===== src/rtl/motor_math_pkg.sv =====
// Fixed-point constants and helpers shared by the forward and inverse Clarke blocks.
package motor_math_pkg;

  localparam int unsigned SCALE   = 12;
  localparam int unsigned K_WIDTH = 14;

  // Coefficients in Q(SCALE) fixed point.
  localparam logic signed [K_WIDTH-1:0] K_U = K_WIDTH'(3344);  // sqrt(2/3)
  localparam logic signed [K_WIDTH-1:0] K_N = K_WIDTH'(1672);  // 1/sqrt(6)
  localparam logic signed [K_WIDTH-1:0] K_B = K_WIDTH'(2896);  // 1/sqrt(2)

  // One-hot multiply sequencer; each state names the work done at its leaving edge.
  typedef enum logic [4:0] {
    SeqIdle  = 5'b00000,
    SeqLoadU = 5'b00001,
    SeqLoadN = 5'b00010,
    SeqLoadB = 5'b00100,
    SeqTakeN = 5'b01000,
    SeqEmit  = 5'b10000
  } inv_clarke_seq_e;

  function automatic logic signed [63:0] sat_to_width(input logic signed [63:0] value,
                                                     input int unsigned       width);
    logic signed [63:0] max_val;
    logic signed [63:0] min_val;
    max_val = (64'sd1 <<< (width - 1)) - 64'sd1;
    min_val = -max_val - 64'sd1;
    if (value > max_val) return max_val;
    if (value < min_val) return min_val;
    return value;
  endfunction

endpackage


===== src/rtl/fixed_scale_sat.sv =====
// Rescales a Q(SCALE) product (round half up when INV_CLARKE_ROUND_EN is defined, else floor),
// then forms offset +/- the scaled term, each saturated to OUT_WIDTH.
module fixed_scale_sat
  import motor_math_pkg::*;
#(
  parameter int unsigned IN_WIDTH  = 30,
  parameter int unsigned OUT_WIDTH = 16
) (
  input  logic signed [IN_WIDTH-1:0]      prod,
  input  logic signed [IN_WIDTH-SCALE+1:0] offset,
  output logic signed [IN_WIDTH-SCALE:0]   shifted,
  output logic signed [OUT_WIDTH-1:0]      sum_sat,
  output logic signed [OUT_WIDTH-1:0]      diff_sat
);

  localparam int unsigned EXT_WIDTH = IN_WIDTH + 1;
  localparam int unsigned SH_WIDTH  = EXT_WIDTH - SCALE;
  localparam int unsigned SUM_WIDTH = SH_WIDTH + 2;

  logic signed [EXT_WIDTH-1:0] prod_ext;
  logic signed [EXT_WIDTH-1:0] prod_rnd;
  logic signed [SUM_WIDTH-1:0] sum;
  logic signed [SUM_WIDTH-1:0] diff;

  // One spare bit so the rounding bias can never wrap the product.
  assign prod_ext = EXT_WIDTH'(prod);

`ifdef INV_CLARKE_ROUND_EN
  localparam logic signed [EXT_WIDTH-1:0] ROUND_BIAS = EXT_WIDTH'(1) <<< (SCALE - 1);
  assign prod_rnd = prod_ext + ROUND_BIAS;
`else
  assign prod_rnd = prod_ext;
`endif

  assign shifted = SH_WIDTH'(prod_rnd >>> SCALE);

  assign sum  = SUM_WIDTH'(offset) + SUM_WIDTH'(shifted);
  assign diff = SUM_WIDTH'(offset) - SUM_WIDTH'(shifted);

  assign sum_sat  = OUT_WIDTH'(sat_to_width(64'(sum), OUT_WIDTH));
  assign diff_sat = OUT_WIDTH'(sat_to_width(64'(diff), OUT_WIDTH));

endmodule


===== src/rtl/inverse_clarke_transform.sv =====
// Power-invariant inverse Clarke {a, b} -> {u, v, w} over Avalon-ST with one shared multiplier.
// Define INV_CLARKE_ROUND_EN for round-half-up rescaling instead of floor.
module inverse_clarke_transform
  import motor_math_pkg::*;
#(
  parameter int unsigned CHANNEL_WIDTH = 1,
  parameter int unsigned DATA_WIDTH    = 16
) (
  input  logic                      clk,
  input  logic                      reset,
  input  logic [2*DATA_WIDTH-1:0]   in_data,
  input  logic [CHANNEL_WIDTH-1:0]  in_channel,
  input  logic                      in_valid,
  output logic                      in_ready,
  output logic [3*DATA_WIDTH-1:0]   out_data,
  output logic [CHANNEL_WIDTH-1:0]  out_channel,
  output logic                      out_valid,
  input  logic                      out_ready
);

  localparam int unsigned PROD_WIDTH = DATA_WIDTH + K_WIDTH;
  localparam int unsigned SH_WIDTH   = PROD_WIDTH + 1 - SCALE;

  inv_clarke_seq_e state_q, state_d;
  logic            in_ready_q, in_ready_d;
  logic            out_valid_q, out_valid_d;
  logic            accept;

  logic signed [DATA_WIDTH-1:0] a_q, b_q, u_q, mult_x_q;
  logic signed [K_WIDTH-1:0]    mult_k_q;
  logic signed [PROD_WIDTH-1:0] prod_q;
  logic signed [SH_WIDTH-1:0]   n_q, prod_shifted;
  logic signed [SH_WIDTH:0]     offset;
  logic signed [DATA_WIDTH-1:0] sum_sat, diff_sat;
  logic [CHANNEL_WIDTH-1:0]     ch_q, out_channel_q;
  logic [3*DATA_WIDTH-1:0]      out_data_q;

  assign accept      = in_valid & in_ready_q;
  assign in_ready    = in_ready_q;
  assign out_valid   = out_valid_q;
  assign out_data    = out_data_q;
  assign out_channel = out_channel_q;

  always_comb begin
    state_d     = state_q;
    in_ready_d  = in_ready_q;
    out_valid_d = out_valid_q;
    unique case (state_q)
      SeqIdle: begin
        if (accept) begin
          state_d    = SeqLoadU;
          in_ready_d = 1'b0;
        end else if (out_valid_q) begin
          if (out_ready) begin
            out_valid_d = 1'b0;
            in_ready_d  = 1'b1;
          end
        end else begin
          in_ready_d = 1'b1;
        end
      end
      SeqLoadU: state_d = SeqLoadN;
      SeqLoadN: state_d = SeqLoadB;
      SeqLoadB: state_d = SeqTakeN;
      SeqTakeN: state_d = SeqEmit;
      SeqEmit: begin
        state_d     = SeqIdle;
        out_valid_d = 1'b1;
      end
      default: state_d = SeqIdle;
    endcase
  end

  always_ff @(posedge clk or posedge reset) begin
    if (reset) begin
      state_q     <= SeqIdle;
      in_ready_q  <= 1'b0;
      out_valid_q <= 1'b0;
    end else begin
      state_q     <= state_d;
      in_ready_q  <= in_ready_d;
      out_valid_q <= out_valid_d;
    end
  end

  // The shared rescaler yields u (offset 0) at SeqLoadB and v/w (offset -n) at SeqEmit.
  assign offset = (state_q == SeqEmit) ? -((SH_WIDTH + 1)'(n_q)) : '0;

  fixed_scale_sat #(
    .IN_WIDTH  (PROD_WIDTH),
    .OUT_WIDTH (DATA_WIDTH)
  ) u_scale (
    .prod     (prod_q),
    .offset   (offset),
    .shifted  (prod_shifted),
    .sum_sat  (sum_sat),
    .diff_sat (diff_sat)
  );

  always_ff @(posedge clk or posedge reset) begin
    if (reset) begin
      a_q           <= '0;
      b_q           <= '0;
      ch_q          <= '0;
      mult_x_q      <= '0;
      mult_k_q      <= '0;
      prod_q        <= '0;
      u_q           <= '0;
      n_q           <= '0;
      out_data_q    <= '0;
      out_channel_q <= '0;
    end else begin
      prod_q <= PROD_WIDTH'(mult_x_q) * PROD_WIDTH'(mult_k_q);
      if (accept) begin
        a_q  <= in_data[2*DATA_WIDTH-1:DATA_WIDTH];
        b_q  <= in_data[DATA_WIDTH-1:0];
        ch_q <= in_channel;
      end
      unique case (state_q)
        SeqIdle: ;
        SeqLoadU: begin
          mult_x_q <= a_q;
          mult_k_q <= K_U;
        end
        SeqLoadN: begin
          mult_x_q <= a_q;
          mult_k_q <= K_N;
        end
        SeqLoadB: begin
          mult_x_q <= b_q;
          mult_k_q <= K_B;
          u_q      <= sum_sat;
        end
        SeqTakeN: n_q <= prod_shifted;
        SeqEmit: begin
          out_data_q    <= {u_q, sum_sat, diff_sat};
          out_channel_q <= ch_q;
        end
        default: ;
      endcase
    end
  end

endmodule


===== config.mk =====
export PLATFORM = sky130hd
export DESIGN_NAME = inverse_clarke_transform
export DESIGN_NICKNAME = d
export VERILOG_FILES = /design/src/rtl/motor_math_pkg.sv /design/src/rtl/fixed_scale_sat.sv /design/src/rtl/inverse_clarke_transform.sv
export SDC_FILE = /design/constraint.sdc
export NUM_CORES = 1
export LEC_CHECK = 0
export CAP_MARGIN = 10
export CORE_MARGIN = 3
export CORE_UTILIZATION = 40
export CTS_BUF_LIST = sky130_fd_sc_hd__clkbuf_8
export CTS_CLUSTER_SIZE = 20
export DETAILED_ROUTE_END_ITERATION = 16
export PLACE_DENSITY = 0.57
export SYNTH_ARGS = -nofsm -noshare
export SYNTH_HDL_FRONTEND = slang
export SYNTH_HIERARCHICAL = 1
export SYNTH_SLANG_ARGS = --single-unit

===== constraint.sdc =====
create_clock -name clk -period 16.3 [get_ports clk]
set_input_delay 4.89 -clock clk [delete_from_list [all_inputs] [get_ports clk]]
set_output_delay 4.89 -clock clk [all_outputs]
set_load 0.05 [all_outputs]

==> impl_metrics.ini <==
[outcome]
outcome = completed

[setup_path]
cp_slowest_cell = clkdlybuf4s50_1
crit_arrival_ps = 1710
cp_max_fo = 3
r2r_start = mult_k_q[8]
end_kind = output pin
path_buf_inv = 1
worstPathCellList = clkdlybuf4s50_1
startpoint = in_ready
path_class = reg -> out
critical_path_required_ps = 11410
critPathLaunchType = flop
cpPeakStageDelay_ps = 820
critPathTopFamily = buffers and inverters

[cells_and_area]
antenna_cells = 0
instances_no_fill = 1998
mostFrequentLayoutCells = 189 x inv_1, 182 x nand2_1, 163 x dfrtp_1, 162 x ha_1, 112 x fa_1
final_common_cell = inv_1
area_growth_pct = 10.6
final_nets = 1835
final_layout_size_suffix_gt1_share_pct = 11.3
nFillCells = 3413
design_area_sq_um = 16200

[detailed_routing]
viasPerCell = 5.01
vias = 10000
ant_nets = 0
wl_um = 29700
wl_per_cell_um = 14.9
drt_iter0_drc = 494
first_pass_iters = 5
drcViolationCount = 0

[timing]
tightest_slew_ps = 1100
rsz0062_at_grt = false
hold_viol_final = 0
fin_crit_ps = 6600
worst_slack_ps = 9700
slew_violations = 0
setup_viol = 0
relSlewSlack_pct = 26.4
clock.fmax_mhz = 152
skew_ps = 15.7
period_share_pct = 40.5
tns_ps = 0

[logic_synthesis]
synth_cells = 1480
yosys_warnings = 6
synth_area_sq_um = 14700
syn-mean-instance-area_sq_um = 9.92
syn-num-nets = 1791

[clock_network]
clock_sinks = 163
clockBufferDepth = 2
clk_pin_slew_worst_paths_ps = 110
cts_root_buf = clkbuf_8
hold_buffers = 0
cts_max_level = 4
numCtsBuffers = 17
post-cts-setup-buffers = 0
cts_tree = built
insertion_delay_ps = 490
cts.repair.resized = 0

[placed_design]
place_ws_ps = 9320
placed_cell_area_sq_um = 15800
dp_cells = 1966
port_buffers = 87
post-dp-hpwl_um = 23700
gp_congestion = 0.890

[floorplanning]
initial_core_util_pct = 41.0
die_x_um = 198
dieArea_sq_um = 39000
core_sq_um = 35800
die_h_um = 198
rows = 69
io-pin-count = 88

[global_route]
grt_overflow_total = 0
grt_pass1_vias = 10600
antenna_found_initial = 0
grt_usage_pct = 15.9
grt_max_degree = 99
grt_pass1_wl_um = 51300

[hold_path]
holdCritPathClass = reg -> reg
worstHoldStart = u_q[13]

[job]
cap_violations = 0
layout make-up:
class / instances / area, sq um / area share [%]
Clock buffer: 18 / 248 / 1.53
Timing Repair Buffer: 92 / 908 / 5.60
Clock inverter: 14 / 204 / 1.26
Inverter: 194 / 733 / 4.52
Sequential cell: 163 / 4080 / 25.1
Multi-Input combinational cell: 1056 / 9480 / 58.4
Tap cell: 461 / 577 / 3.55
layer usage:
metal	up-vias	global-route usage, %	routed length (um)
met3	31	2.35	801
met4	0	3.85	544
met5	-	0	0
li1	4972	-	-
met1	4845	21.9	14300
met2	160	26.7	14000
stage by stage:
stage | util, % | hold WS (ps)
2_1_floorplan | - | 442
3_3_place_gp | 44.0 | 459
3_5_place_dp | 44.0 | 463
4_1_cts | 45.3 | 489
5_1_grt | 45.3 | 514
6_report | 45.3 | 485
path summary, 6_finish.rpt:
check                                    to  slack [ps]  cells after the start
worst max register to register   prod_q[23]       10320                     15
worst min register to register      u_q[13]         480                      2
worst min-delay path                u_q[13]         480                      2
min in group asynchronous              ch_q        4960                      2
max in group asynchronous       out_data[5]        9990                      3
worst max-delay path               in_ready        9700                      1
state kept, by name, indices dropped and copies added (netlist names):
name         flops
n_q             19
in_ready         1
state_q          5
out_channel      1
mult_x_q        16
mult_k_q         5
b_q             16
out_valid        1
u_q             16
a_q             16
prod_q          18
ch_q             1
out_data        48
Power is left out: the tool's default activity adds up to more than one toggle a clock period on the data nets, which glitch-free logic cannot reach.
==> RTL edit 1 (config.mk and constraints unchanged) <==
Reset style: synchronous (`reset`), changed in 2 clocked blocks.
--- a/src/rtl/inverse_clarke_transform.sv
+++ b/src/rtl/inverse_clarke_transform.sv
@@ -71,7 +71,7 @@
     endcase
   end
 
-  always_ff @(posedge clk or posedge reset) begin
+  always_ff @(posedge clk) begin
     if (reset) begin
       state_q     <= SeqIdle;
       in_ready_q  <= 1'b0;
@@ -97,7 +97,7 @@
     .diff_sat (diff_sat)
   );
 
-  always_ff @(posedge clk or posedge reset) begin
+  always_ff @(posedge clk) begin
     if (reset) begin
       a_q           <= '0;
       b_q           <= '0;
Formal check against the unedited RTL: differs if reset is asserted again (counterexample within 4 cycles, from zero or initial values and one cycle with reset high); with reset held inactive, the same outputs for 4 cycles.
==> RTL edit 1 against the unedited design <==
  * Wire length increased by 6.9%
  * Design area decreased by 3.5%
  * Area after synthesis decreased by 2.5%
  * Count of clock-buffer cells in the layout increased by 1
  * Sequential cell count unchanged
  * Worst setup slack improved by 0.033 ns
Power is left out: it rests on default switching activity, and per cell area and clock period it moved more than threefold.
==> RTL edit 1: results (changes against the unedited design) <==
- Status: finished, final reports clean
- CP max-delay cell: clkdlybuf4s50_1
- Mapped Nets: 2027 (+13%)
- Root Driver: clkbuf_8
- Multi-input logic area: 9810 um^2 (+3.5%)
- # clock sinks: 163 (unchanged)
- Metal-1 WL: 15100 um (+5.7%)
- Syn Area/Cell: 8.34 um^2 (-16%)
- Worst EP arrival: 1.67 ns (-0.04 ns)
- Total track usage: 16.5% (+0.59 points)
- # port buffers: 87 (unchanged)
- Highest metal used: met4
- GP Congestion: 0.874 (-1.7%)
- Hpwl dp: 25200 um (+6.2%)
- DR vias: 11000 (+10%)
- Number of non-clock inverters in the layout: 186 (-4.1%)
- Setup_tns: 0 ns (unchanged)
- Met3 Use GR: 1.92% (-0.44 points)
- Met2 wire length: 15100 um (+8.1%)
- Hold Startpoint: u_q[8]$_SDFFE_PP0P_
- Initial antenna violation count: 1 (+1)
- Met2 Use GR: 28.2% (+1.5 points)
- DP Cell Count: 2164 (+10%)
- Initial detailed-routing violation count: 558 (+13%)
- Share of layout cells above drive strength 1: 5.57% (-5.7 points)
- Synthesis warning total: 6 (unchanged)
- FF/Latch Area: 3260 um^2 (-20%)
- Postcts setup bufs: 0 (unchanged)
- CP delay by family, top: buffers and inverters
- Met1 Use GR: 22.4% (+0.49 points)
- Data buffer area share: 5.88% (+0.28 points)
- Worst-margin pin slew: 1.18 ns (+0.0794 ns)
- Clock buffer depth: 2 (unchanged)
- First-pass GRT wire length: 53100 um (+3.4%)
- WL/cell: 14.4 um (-2.7%)
- # resized after CTS: 0 (unchanged)
- Largest net degree at the start of global routing: 91 (-8.1%)
- Total Routed Length: 31700 um (+6.9%)
- Worst reg2reg path startpoint: mult_k_q[8]$_SDFFE_PP0P_
- Diode count: 0 (unchanged)
- Crit path largest cell delay: 0.82 ns (about the same)
- Clock network area share: 2.56% (-0.23 points)
- Max reg flops: 48 (unchanged)
- DR pass1 iterations: 5 (unchanged)
- Skew final: 0.0180 ns (+0.00238 ns)
- Clock buffers: 19 (+1)
- H-tree levels: 4 (unchanged)
- Fillers: 3525 (+3.3%)
- #MultiIn Comb: 1266 (+20%)
- Hold Path Class: flip-flop to flip-flop
- DR WL met3: 852 um (+6.4%)
- Buffers outside the clock class: 94 (+2.2%)
- CP Max Fanout: 2 (-1)
- Pre-CTS setup slack: 9.46 ns (+0.141 ns)
- Worst setup path start: out_data[29]$_SDFFE_PP0P_
- Clock Latency Late Sink: 0.47 ns (-0.02 ns)
RTL edit 1: changes by cell type in the layout (fill, tap and decap cells not counted), sizes merged, moves of 15 or more:
cell    change
dfxtp     +163
mux2i      -16
mux2       -77
a21oi     +129
a311oi     +15
nand2     +151
dfrtp     -163
o21ai      -18
nor2       +29
RTL edit 1: through the flow:
stage | hold WS, ns | util (%) | instance area [um^2]
global placement | 0.443 | 43.8 | 15300
finish | 0.455 | 44.9 | 15700
CTS | 0.459 | 44.9 | 15700
floorplan | 0.432 | - | 14300
global route | 0.473 | 44.9 | 15700
detailed placement | 0.447 | 43.8 | 15300
RTL edit 1: final timing paths:
kind,to,slack [ns],depth (start not counted)
setup / recovery,out_data[29],9.74,1
hold / removal,out_data[40]$_SDFFE_PP0P_,0.45,2
setup reg to reg,prod_q[29]$_SDFF_PP0_,10.33,18
hold reg to reg,out_data[40]$_SDFFE_PP0P_,0.45,2
==> RTL edit 2 (same flow settings) <==
Made on the original files. Change the parameter `DATA_WIDTH` from 16 to 20.
--- a/src/rtl/inverse_clarke_transform.sv
+++ b/src/rtl/inverse_clarke_transform.sv
@@ -4,7 +4,7 @@
   import motor_math_pkg::*;
 #(
   parameter int unsigned CHANNEL_WIDTH = 1,
-  parameter int unsigned DATA_WIDTH    = 16
+  parameter int unsigned DATA_WIDTH    = 20
 ) (
   input  logic                      clk,
   input  logic                      reset,
Ports: changed (resized in_data and out_data); port bits go from 88 to 108. The function was not compared with the original's and may differ.
==> RTL edit 2 against the unedited design <==
  * Worst setup slack lost 0.058 ns
  * Core utilization shrank 0.42 points
  * Clock skew grew 0.0071 ns
  * Design area grew 20%
  * Sequential share of layout area grew 0.51 points
  * Worst hold slack lost 0.00061 ns
  * Register-to-register slack lost 0.31 ns
  * Sequential cell count grew 36
  * Wire length grew 27%
  * Area after synthesis grew 20%
Power is left out: the tool's default activity adds up to more than one toggle a clock period on the data nets, which glitch-free logic cannot reach.
==> RTL edit 2: results (changes against the unedited design) <==
- Total track usage: 16.6% (+0.65 points)
- Initial detailed-routing violation count: 618 (+25%)
- DR pass1 iterations: 5 (unchanged)
- Fraction of area in multi-input gates: 58.4% (about the same)
- #MultiIn Comb: 1337 (+27%)
- Largest net degree at the start of global routing: 127 (+28%)
- Synthesis warning total: 6 (unchanged)
- DR WL met3: 1090 um (+37%)
- Buffers outside the clock class: 113 (+23%)
- DP Cell Count: 2458 (+25%)
- Root Driver: clkbuf_8
- Vias in the first global route: 12700 (+21%)
- Clock network area share: 2.11% (-0.68 points)
- Clock buffers: 17 (-1)
- Worst-margin pin slew: 0.999 ns (-0.104 ns)
- CP Max Fanout: 2 (-1)
- Synthesized instance count: 1854 (+25%)
- Share of layout cells above drive strength 1: 8.61% (-2.6 points)
- Data buffer area share: 5.75% (+0.15 points)
- Hold Path Class: flip-flop to flip-flop
- Skew final: 0.0227 ns (+0.00706 ns)
- Highest metal used: met4
- Pre-CTS setup slack: 9.20 ns (-0.123 ns)
- Number of non-clock inverters in the layout: 224 (+15%)
- Met2 wire length: 17800 um (+27%)
- Hpwl dp: 30200 um (+27%)
- N_taps: 585 (+27%)
- Fillers: 4231 (+24%)
- # port buffers: 107 (+23%)
- Multi-input logic area: 11300 um^2 (+20%)
- Sequential cells: 199 (+22%)
- Vias per cell: 4.98 (-0.68%)
- Final nets: 2267 (+24%)
- Worst EP arrival: 1.76 ns (+0.05 ns)
- Mapped Nets: 2229 (+24%)
- WL/cell: 15.1 um (+2.0%)
- GP Congestion: 0.877 (-1.4%)
- First-pass GRT wire length: 63700 um (+24%)
- Max reg flops: 60 (+25%)
- Clock Latency Late Sink: 0.53 ns (+0.04 ns)
- Metal-1 WL: 17900 um (+25%)
- Status: finished, final reports clean
- FF/Latch Area: 4980 um^2 (+22%)
- Total Routed Length: 37700 um (+27%)
-- RTL edit 2: layer usage --
metal  GRT usage (%)  vias up
met5               0        -
met4            5.10        0
met3            2.44       45
met2            27.7      202
met1            22.4     5951
li1                -     6190
-- RTL edit 2: worst paths after layout --
kind	start	end	slack (ns)	depth (start not counted)
setup / recovery	out_data[22]$_DFFE_PP0P_	out_data[22]	9.65	1
hold / removal	u_q[8]$_DFFE_PP0P_	u_q[8]$_DFFE_PP0P_	0.48	2
setup reg to reg	mult_k_q[8]$_DFFE_PP0P_	prod_q[30]$_DFF_PP0_	10.01	15
hold reg to reg	u_q[8]$_DFFE_PP0P_	u_q[8]$_DFFE_PP0P_	0.48	2
max in group asynchronous	reset	a_q[13]$_DFFE_PP0P_	9.90	3
min in group asynchronous	reset	out_data[58]$_DFFE_PP0P_	4.93	2
